## config.mk

```make
export PLATFORM = sky130hd
export DESIGN_NAME = store_sched
export DESIGN_NICKNAME = d
export VERILOG_FILES = /design/src/rtl/store_sched_pkg.sv /design/src/rtl/store_sched_queue.sv /design/src/rtl/store_sched.sv
export SDC_FILE = /design/constraint.sdc
export NUM_CORES = 1
export LEC_CHECK = 0
export CORE_AREA = 4 4 147 149
export DETAILED_ROUTE_END_ITERATION = 7
export DIE_AREA = 0 0 151 153
export PLACE_DENSITY = 0.7
export SKIP_CTS_REPAIR_TIMING = 1
export SLEW_MARGIN = 20
export SYNTH_ARGS = -nofsm -noshare
export SYNTH_HDL_FRONTEND = slang
export SYNTH_HIERARCHICAL = 1
export SYNTH_SLANG_ARGS = --single-unit
```

## constraint.sdc

```tcl
create_clock -name clk -period 5.6 [get_ports clk]
set_clock_uncertainty 0.05 [all_clocks]
set_input_delay 1.12 -clock clk [delete_from_list [all_inputs] [get_ports clk]]
set_output_delay 1.12 -clock clk [all_outputs]
set_load 0.005 [all_outputs]
```

## src/rtl/store_sched_pkg.sv

```systemverilog
// Shared types and constants for the store scheduler: request opcodes,
// formatter lane codes, queue entry layout and the alignment/lane decode.
package store_sched_pkg;

    // Store request opcodes as presented by the control unit
    typedef enum logic [1:0] {
        ST_W   = 2'b00,
        ST_H   = 2'b01,
        ST_B   = 2'b10,
        ST_RSV = 2'b11
    } st_op_e;

    // Lane codes consumed by the store-data formatter
    localparam logic [3:0] S_SWORD = 4'b0001;
    localparam logic [3:0] S_SHL   = 4'b0010;
    localparam logic [3:0] S_SHU   = 4'b0011;
    localparam logic [3:0] S_SBL   = 4'b0100;
    localparam logic [3:0] S_SBM   = 4'b0101;
    localparam logic [3:0] S_SBH   = 4'b0110;
    localparam logic [3:0] S_SBU   = 4'b0111;

    // Issue FSM states
    typedef enum logic {
        IDLE  = 1'b0,
        ISSUE = 1'b1
    } sched_state_e;

    // One buffered store
    typedef struct packed {
        logic [29:0] waddr;
        logic [3:0]  s_type;
        logic [3:0]  be;
        logic [31:0] data;
    } sq_entry_t;

    // Result of the alignment check and lane decode
    typedef struct packed {
        logic       fault;
        logic [3:0] s_type;
        logic [3:0] be;
    } lane_t;

    // Alignment check plus lane/byte-enable selection for a store
    function automatic lane_t decode_lane(input st_op_e op, input logic [1:0] lo);
        lane_t l;
        l.fault  = 1'b0;
        l.s_type = 4'b0000;
        l.be     = 4'b0000;
        case (op)
            ST_W: begin
                if (lo == 2'b00) begin
                    l.s_type = S_SWORD;
                    l.be     = 4'b1111;
                end else begin
                    l.fault = 1'b1;
                end
            end
            ST_H: begin
                if (lo[0]) begin
                    l.fault = 1'b1;
                end else if (lo[1]) begin
                    l.s_type = S_SHU;
                    l.be     = 4'b1100;
                end else begin
                    l.s_type = S_SHL;
                    l.be     = 4'b0011;
                end
            end
            ST_B: begin
                case (lo)
                    2'b00:   begin l.s_type = S_SBL; l.be = 4'b0001; end
                    2'b01:   begin l.s_type = S_SBM; l.be = 4'b0010; end
                    2'b10:   begin l.s_type = S_SBH; l.be = 4'b0100; end
                    2'b11:   begin l.s_type = S_SBU; l.be = 4'b1000; end
                    default: begin l.fault = 1'b1; end
                endcase
            end
            default: begin
                l.fault = 1'b1;
            end
        endcase
        return l;
    endfunction

endpackage

```

## src/rtl/store_sched_queue.sv

```systemverilog
// In-order circular write queue with per-entry word-address compare used to
// flag load-after-store hazards.
module store_queue
    import store_sched_pkg::*;
#(
    parameter int DEPTH = 2
) (
    input  logic                         clk,
    input  logic                         reset_n,
    input  logic                         push,
    input  sq_entry_t                    push_entry,
    input  logic                         pop,
    output sq_entry_t                    head,
    output logic [$clog2(DEPTH):0]       count,
    output logic                         full,
    input  logic [29:0]                  ld_waddr,
    output logic                         ld_hazard
);

    localparam int PW = $clog2(DEPTH);
    localparam int CW = PW + 1;

    logic [PW-1:0]    wr_ptr_r;
    logic [PW-1:0]    rd_ptr_r;
    logic [CW-1:0]    count_r;
    logic [DEPTH-1:0] valid_r;
    sq_entry_t        entry_r [DEPTH];

    assign count = count_r;
    assign full  = (count_r == CW'(DEPTH));
    assign head  = entry_r[rd_ptr_r];

    // Pointer, count and valid-bit bookkeeping; pointers wrap naturally at DEPTH
    always_ff @(posedge clk) begin
        if (!reset_n) begin
            wr_ptr_r <= {PW{1'b0}};
            rd_ptr_r <= {PW{1'b0}};
            count_r  <= {CW{1'b0}};
            valid_r  <= {DEPTH{1'b0}};
        end else begin
            if (pop) begin
                rd_ptr_r          <= rd_ptr_r + PW'(1);
                valid_r[rd_ptr_r] <= 1'b0;
            end
            if (push) begin
                wr_ptr_r          <= wr_ptr_r + PW'(1);
                valid_r[wr_ptr_r] <= 1'b1;
            end
            if (push && !pop) begin
                count_r <= count_r + CW'(1);
            end else if (pop && !push) begin
                count_r <= count_r - CW'(1);
            end else begin
                count_r <= count_r;
            end
        end
    end

    // Entry storage; contents are qualified by valid_r so no reset is needed
    always_ff @(posedge clk) begin
        if (push) begin
            entry_r[wr_ptr_r] <= push_entry;
        end
    end

    // Hazard when any valid entry, including the head in flight, hits the load word
    always_comb begin
        ld_hazard = 1'b0;
        for (int i = 0; i < DEPTH; i++) begin
            if (valid_r[i] && (entry_r[i].waddr == ld_waddr)) begin
                ld_hazard = 1'b1;
            end else begin
                ld_hazard = ld_hazard;
            end
        end
    end

endmodule

```

## src/rtl/store_sched.sv

```systemverilog
// Store scheduler: decodes and alignment-checks store requests, buffers them
// in order, issues them to data memory and flags load-after-store hazards.
module store_sched
    import store_sched_pkg::*;
#(
    parameter int DEPTH = 2
) (
    input  logic        clk,
    input  logic        reset_n,
    input  logic        req_valid,
    output logic        req_ready,
    input  logic [1:0]  req_op,
    input  logic [31:0] req_addr,
    input  logic [31:0] req_data,
    output logic        exc_valid,
    output logic [31:0] exc_addr,
    output logic        mem_we,
    output logic [31:0] mem_addr,
    output logic [3:0]  mem_s_type,
    output logic [3:0]  mem_be,
    output logic [31:0] mem_data,
    input  logic        mem_ack,
    input  logic [31:0] ld_addr,
    output logic        ld_hazard,
    output logic        empty
);

    localparam int CW = $clog2(DEPTH) + 1;

    lane_t          lane_s;
    sq_entry_t      push_entry_s;
    sq_entry_t      head_s;
    logic           accept_s;
    logic           push_s;
    logic           exc_s;
    logic           pop_s;
    logic           full_s;
    logic [CW-1:0]  count_s;
    sched_state_e   state_r;
    sched_state_e   state_n;
    logic           exc_valid_r;
    logic [31:0]    exc_addr_r;
    logic           empty_r;
    logic           unused_ld_lo_s;

    // Byte offset of the load is irrelevant to a word-granular hazard check
    assign unused_ld_lo_s = ^ld_addr[1:0];

    // No bypass: a full queue refuses even while the head is being acknowledged
    assign req_ready = !full_s && reset_n;
    assign exc_valid = exc_valid_r;
    assign exc_addr  = exc_addr_r;
    assign empty     = empty_r;

    // Request decode: alignment check, lane selection and handshake split
    always_comb begin
        lane_s       = decode_lane(st_op_e'(req_op), req_addr[1:0]);
        accept_s     = req_valid && req_ready;
        push_s       = accept_s && !lane_s.fault;
        exc_s        = accept_s && lane_s.fault;
        pop_s        = (state_r == ISSUE) && mem_ack;
        push_entry_s = '{waddr:  req_addr[31:2],
                         s_type: lane_s.s_type,
                         be:     lane_s.be,
                         data:   req_data};
    end

    store_queue #(
        .DEPTH (DEPTH)
    ) u_queue (
        .clk        (clk),
        .reset_n    (reset_n),
        .push       (push_s),
        .push_entry (push_entry_s),
        .pop        (pop_s),
        .head       (head_s),
        .count      (count_s),
        .full       (full_s),
        .ld_waddr   (ld_addr[31:2]),
        .ld_hazard  (ld_hazard)
    );

    // Issue FSM state register
    always_ff @(posedge clk) begin
        if (!reset_n) begin
            state_r <= IDLE;
        end else begin
            state_r <= state_n;
        end
    end

    // Next-state: leave ISSUE only when the last entry pops with nothing arriving
    always_comb begin
        state_n = state_r;
        case (state_r)
            IDLE: begin
                if (push_s) begin
                    state_n = ISSUE;
                end else begin
                    state_n = IDLE;
                end
            end
            ISSUE: begin
                if (pop_s && !push_s && (count_s == CW'(1))) begin
                    state_n = IDLE;
                end else begin
                    state_n = ISSUE;
                end
            end
            default: begin
                state_n = IDLE;
            end
        endcase
    end

    // Memory-side outputs follow the head entry only while issuing
    always_comb begin
        mem_we     = 1'b0;
        mem_addr   = 32'h0000_0000;
        mem_s_type = 4'b0000;
        mem_be     = 4'b0000;
        mem_data   = 32'h0000_0000;
        if (state_r == ISSUE) begin
            mem_we     = 1'b1;
            mem_addr   = {head_s.waddr, 2'b00};
            mem_s_type = head_s.s_type;
            mem_be     = head_s.be;
            mem_data   = head_s.data;
        end else begin
            mem_we     = 1'b0;
        end
    end

    // Address-error pulse and held faulting address
    always_ff @(posedge clk) begin
        if (!reset_n) begin
            exc_valid_r <= 1'b0;
            exc_addr_r  <= 32'h0000_0000;
        end else begin
            exc_valid_r <= exc_s;
            if (exc_s) begin
                exc_addr_r <= req_addr;
            end else begin
                exc_addr_r <= exc_addr_r;
            end
        end
    end

    // Empty flag tracks the FSM: IDLE exactly when the queue holds nothing
    always_ff @(posedge clk) begin
        if (!reset_n) begin
            empty_r <= 1'b1;
        end else begin
            empty_r <= (state_n == IDLE);
        end
    end

endmodule
```

# --- Yosys cells after proc, flatten, opt, wreduce, memory -nomap -nowiden ---
# Memory sizes are Yosys's and may differ from the RTL's. A register that Yosys moved wholly into a read port is not among the register bits.
# Index checks and enable logic that the tools add are counted.
# Widths: inputs -> output; s select.
word_totals:
  ram_bits: 140
  register_bits: 41
  romBits: 0
  inputBits: 102
  memories: 1
  output_inout_bits: 109
  latchBits: 0
mem_list:
  columns: ["name", "depth", "width", "rd", "rd_clocked_by_memory_dff", "write_ports", "line_no", "source"]
  rows:
  - ["u_queue.entry_r", 2, 70, 3, 1, 1, "store_sched_queue.sv:27", "sq_entry_t entry_r [DEPTH];"]
classes:
  n_div: 0
  n_eq_ne: 9
  n_reduce_logical: 19
  n_lt_le_gt_ge: 4
  bitwise_logic: 5
  mux: 30
  multipliers: 0
  shifts: 0
  add_sub_neg: 4
ops:
  columns: ["operator", "n"]
  rows:
  - ["$mux 32", 2]
  - ["$eq 30x30->1", 2]
  - ["$pmux 8 s4", 1]
  - ["$pmux 8 s3", 1]
  - ["$logic_and 1x1->1", 12]
  - ["$mux 1", 12]
  - ["$mux 2", 5]
  - ["$mux 5", 2]
  - ["$eq 2x2->1 const B", 4]
  - ["$mux 4", 2]
  - ["$mux 8", 1]
  - ["$eq 2x1->1 const B", 3]
  - ["$logic_not 1->1", 4]
  - ["$logic_not 2->1", 2]
  - ["$lt 1x2->1 const B", 2]
  - ["$pmux 1 s3", 1]
  - ["$add 1x1->1 const B", 2]
  - ["$add 2x1->2 const B", 1]
  - ["$and 2x2->2", 1]
  - ["$demux 1 s1", 2]
  - ["$ge 1x1->1 const B", 2]
  - ["$not 1->1", 2]
  - ["$not 2->2", 1]
  - ["$or 2x2->2", 1]
  - ["3 further kinds", 3]

# --- Depth between registers and ports, before layout ---
logic_depth:
  ltp_word: 11
  depth_mapped: 8
  ltp_nobuf: 7

# --- By module ---
# The synthesis kept the hierarchy.
by_module_without_submodules:
  columns: ["module", "cells_each", "n_inst", "area_each_um2"]
  rows:
  - ["store_queue", 327, 1, 5970.7]
  - ["store_sched", 248, 1, 2040.7]

# --- Worst setup path after synthesis ---
# No wires, ideal clock.
synth_path:
  kind: "input-to-reg"
  from: "in req_addr[0]"
  to: "mem u_queue/entry_r[0][0] in the netlist's numbering (enable)"
  setup_slack_ps: -83
  t_required_ps: 5041
  setup_ps: 509
  stages: 4
  arrival_ps: 5124
  path_cell_list: "buf_2 > mux2_4 > nor3_1 > nor2b_1"
synth_between:
  elab_chain_len: 7
  word_cells_on_any_way: 8
  classes_between: "5 x mux; 3 x reduce/logical"
synth_rtl:
  columns: ["element", "line_no", "source"]
  rows:
  - ["start: declaration", "store_sched.sv:13", "input logic [31:0] req_addr,"]
  - ["$logic_not 2->1", "store_sched_pkg.sv:51", "if (lo == 2'b00) begin"]
  - ["$mux 1", "store_sched_pkg.sv:51", null]
  - ["$pmux 1 s3 *", "store_sched_pkg.sv:49", "case (op)"]
  - ["$logic_not 1->1 *", "store_sched.sv:59", "push_s = accept_s && !lane_s.fault;"]
  - ["$logic_and 1x1->1 *", "store_sched.sv:59", null]
  - ["via push_s", "store_sched.sv:34", "logic push_s;"]
  - ["$mux 1 *", "store_sched_queue.sv:61", "if (push) begin"]
  - ["$mux 1 (implied by the code) *", "store_sched_queue.sv:62", "entry_r[wr_ptr_r] <= push_entry;"]
  - ["end: declaration", "store_sched_queue.sv:27", null]
# Mark *: on every way through the listed nets, which the timed path passes. The rest lies on a longest branch.

# --- Final worst setup path ---
layout_path:
  from: "in ld_addr[24]"
  to: "out ld_hazard"
layout_between:
  elab_chain_len: 4
  word_cells_on_any_way: 6
  classes_between: "2 x eq/ne; 2 x mux; 2 x reduce/logical"
layout_rtl:
  columns: ["element", "line_no", "source"]
  rows:
  - ["start: declaration", "store_sched.sv:23", "input logic [31:0] ld_addr,"]
  - ["$eq 30x30->1", "store_sched_queue.sv:70", "if (valid_r[i] && (entry_r[i].waddr == ld_waddr)) begin"]
  - ["$logic_and 1x1->1", "store_sched_queue.sv:70", null]
  - ["$mux 1", "store_sched_queue.sv:70", null]
  - ["$mux 1 *", "store_sched_queue.sv:70", null]
  - ["end: declaration", "store_sched.sv:24", "output logic ld_hazard,"]
# Mark *: on every way between the ends. The rest lies on a longest branch, timed or not.

==> results.toml <==
[run_status]
status = "completed"

[detailed_routing]
wirelength_mm = 19.6
drtPass1Iterations = 4
route.detailed.drc = 0
via_count = 4989
ant_nets = 0
wl_per_cell_um = 18.5
routed_via_density = 4.71
drtIter0Drc = 228

[setup_path]
rr_worst_depth = 4
crit_arrival_ns = 3.32
endpoint_kind = "primary output"
critPathSlowestCell = "clkdlybuf4s50_1"
rrSetupSlack_ns = 2.78
startpoint = "ld_addr[24]"
crit_top_cell = "clkdlybuf4s50_1"
r2r-start = "u_queue/count[0]$_SDFFE_PN0P_"
crit_type = "in2out"
crit_chain = "clkdlybuf4s50_1 > xnor2_1 > nand4_1 > or4_1 > o22ai_1 > clkdlybuf4s50_1"
start_kind = "primary input"
critPathMaxStageDelay_ns = 0.56
cp.required_ns = 4.43
timing.rr.end = "u_queue/entry_r[1][9]$_DFFE_PP_"
path_max_fanout = 2
endpoint = "ld_hazard"

[place]
dp_hpwl_mm = 13.7
gp_congestion = 0.811
dpl_cell_area_um2 = 10300
placed_cells_incl_taps = 1028
pre_cts_ws_ns = 1.12
port_buffers = 206

[yosys]
synth_top_cell_by_area = "edfxtp_1"
ys_top_cells_by_area = "edfxtp_1 52%, dfxtp_1 10%, mux2_2 9.8%"
synth_commonest_cells = "140 x edfxtp_1, 73 x and2_1, 70 x mux2_2"
synthFlopType = "edfxtp_1"
ys_types = 37
synth_most_common_cell = "edfxtp_1"
synth_seq_area_share = 0.630
async_flop_share = 0
ys_warn_count = 6
synth_edf_count = 140
postSynthCellCount = 575
synth.top_cell.area_share = 0.525
synthesis.area_um2 = 8010
syn_area_per_cell_um2 = 13.9
ys_seq_elements = 182

[timing]
finalSetupTns_ns = 0
setup_viol = 0
worst_slack_ns = 1.11
post-route-period-util = 0.801
slew_headroom = 0.278
finalHoldViolations = 0
worst_slew_pin_slew_ns = 1.08
rsz0062_at_grt = "false"
max_freq_mhz = 223
slew_viol_final = 0
hold_slack_ns = 0.410
fin_crit_ns = 4.49

[cts]
h-tree-depth = 4
clock-sinks = 182
clk_pin_slew_ns = 0.07
clk_latency_ns = 0.42
clock_path_buffers = 2
cts_tree = "yes"
cts-root-buf = "clkbuf_16"
numCtsBuffers = 17

[floorplan]
die_area_um2 = 23100
die_h_um = 153
initial_core_util = 0.397
core_area_um2 = 20200
die_w_um = 151
ioPinCount = 211
num_rows = 52

[global_route]
grt_pass1_wl_mm = 29.5
grt_pass1_vias = 5226
grt_usage = 0.167
grt_max_degree = 74
antenna_found_initial = 0
overflow = 0

[cells_and_area]
final_cell_area_um2 = 10800
drive_above_1_share = 0.137
fin_cells = 1060
utilization = 0.536
n_antenna_cell = 0
area_growth_syn_to_layout_pct = 35.0
nNetsFinal = 880

[hold_path]
hold_path_class = "reg2reg"

[job]
cap_violations = 0

[pwr]
power_mw = 2.96
ir_drop_uv = 192
p_per_area_nw_per_um2 = 274
leakagePower_nw = 3.94
[layout make-up]
type	count	area (µm²)
Fill cell	1725	9360
Sequential cell	182	5050
Multi-Input combinational cell	333	2670
Timing Repair Buffer	209	2080
Clock buffer	21	440
Tap cell	270	338
Inverter	34	128
Clock inverter	11	101
[worst max-delay path: cells and delay by family]
| family | cells | cell delay, ns |
|---|---|---|
| AOI/OAI and AO/OA | 1 | 0.18 |
| xor gates and xnor gates | 1 | 0.34 |
| and+or+nand+nor | 2 | 0.65 |
| buffers and inverters | 2 | 1.03 |
[layout by cell type, fill, tap and decap left out, types with 10 or more instances in the layout]
master / instances
clkdlybuf4s50_1: 205
edfxtp_1: 140
and2_1: 72
mux2_2: 70
dfxtp_1: 40
inv_1: 34
nand2_1: 34
xnor2_1: 32
xor2_1: 32
mux2i_1: 32
clkbuf_16: 17
nand4_1: 10
[sequential cells by signal, summed over array words and instances, names as in the netlist, named ones only]
name              flops
state_r               1
u_queue/valid_r       2
u_queue/rd_ptr_r      1
u_queue/wr_ptr_r      1
u_queue/count         2
empty                 1
exc_addr             32
exc_valid             1
u_queue/entry_r     140
[worst min-delay path by stage]
stage / cells after the start / slack (ns) / to / from
2_1_floorplan: 2 / 0.40 / exc_addr[10]$_SDFFE_PN0P_ / exc_addr[10]$_SDFFE_PN0P_
3_3_place_gp: 2 / 0.39 / exc_addr[24]$_SDFFE_PN0P_ / exc_addr[24]$_SDFFE_PN0P_
3_5_place_dp: 2 / 0.40 / exc_addr[4]$_SDFFE_PN0P_ / exc_addr[4]$_SDFFE_PN0P_
4_1_cts: 2 / 0.42 / exc_addr[27]$_SDFFE_PN0P_ / exc_addr[27]$_SDFFE_PN0P_
5_1_grt: 2 / 0.43 / exc_addr[27]$_SDFFE_PN0P_ / exc_addr[27]$_SDFFE_PN0P_
6_report: 2 / 0.41 / exc_addr[25]$_SDFFE_PN0P_ / exc_addr[25]$_SDFFE_PN0P_
[kinds of logic (layout without fill, tap and decap cells)]
| kind of cell | count (synthesis) | after routing | synth area share |
|---|---|---|---|
| other cells | 1 | 4 | 0.000468 |
| xor+xnor | 64 | 64 | 0.0700 |
| mux | 103 | 103 | 0.140 |
| flops | 182 | 182 | 0.630 |
| compound gates | 19 | 19 | 0.0175 |
| simple gates | 142 | 142 | 0.100 |
| fa+ha+maj | 1 | 1 | 0.00156 |
| buf+inv | 63 | 275 | 0.0403 |
[metal layers]
metal,GRT usage,vias to the layer above,part of all wire
met1,0.215,2443,0.43
met3,0.0308,21,0.043
li1,-,2407,-
met2,0.284,118,0.51
met4,0.0570,0,0.019
met5,0,-,0
[where the power goes]
group	total (mW)	switching (mW)	leakage [nW]	internal, mW
Sequential	1.53	0.0352	1.62	1.50
Clock	1.11	0.498	0.255	0.614
Combinational	0.316	0.123	2.06	0.193
Power figures use the tool's default switching activity.
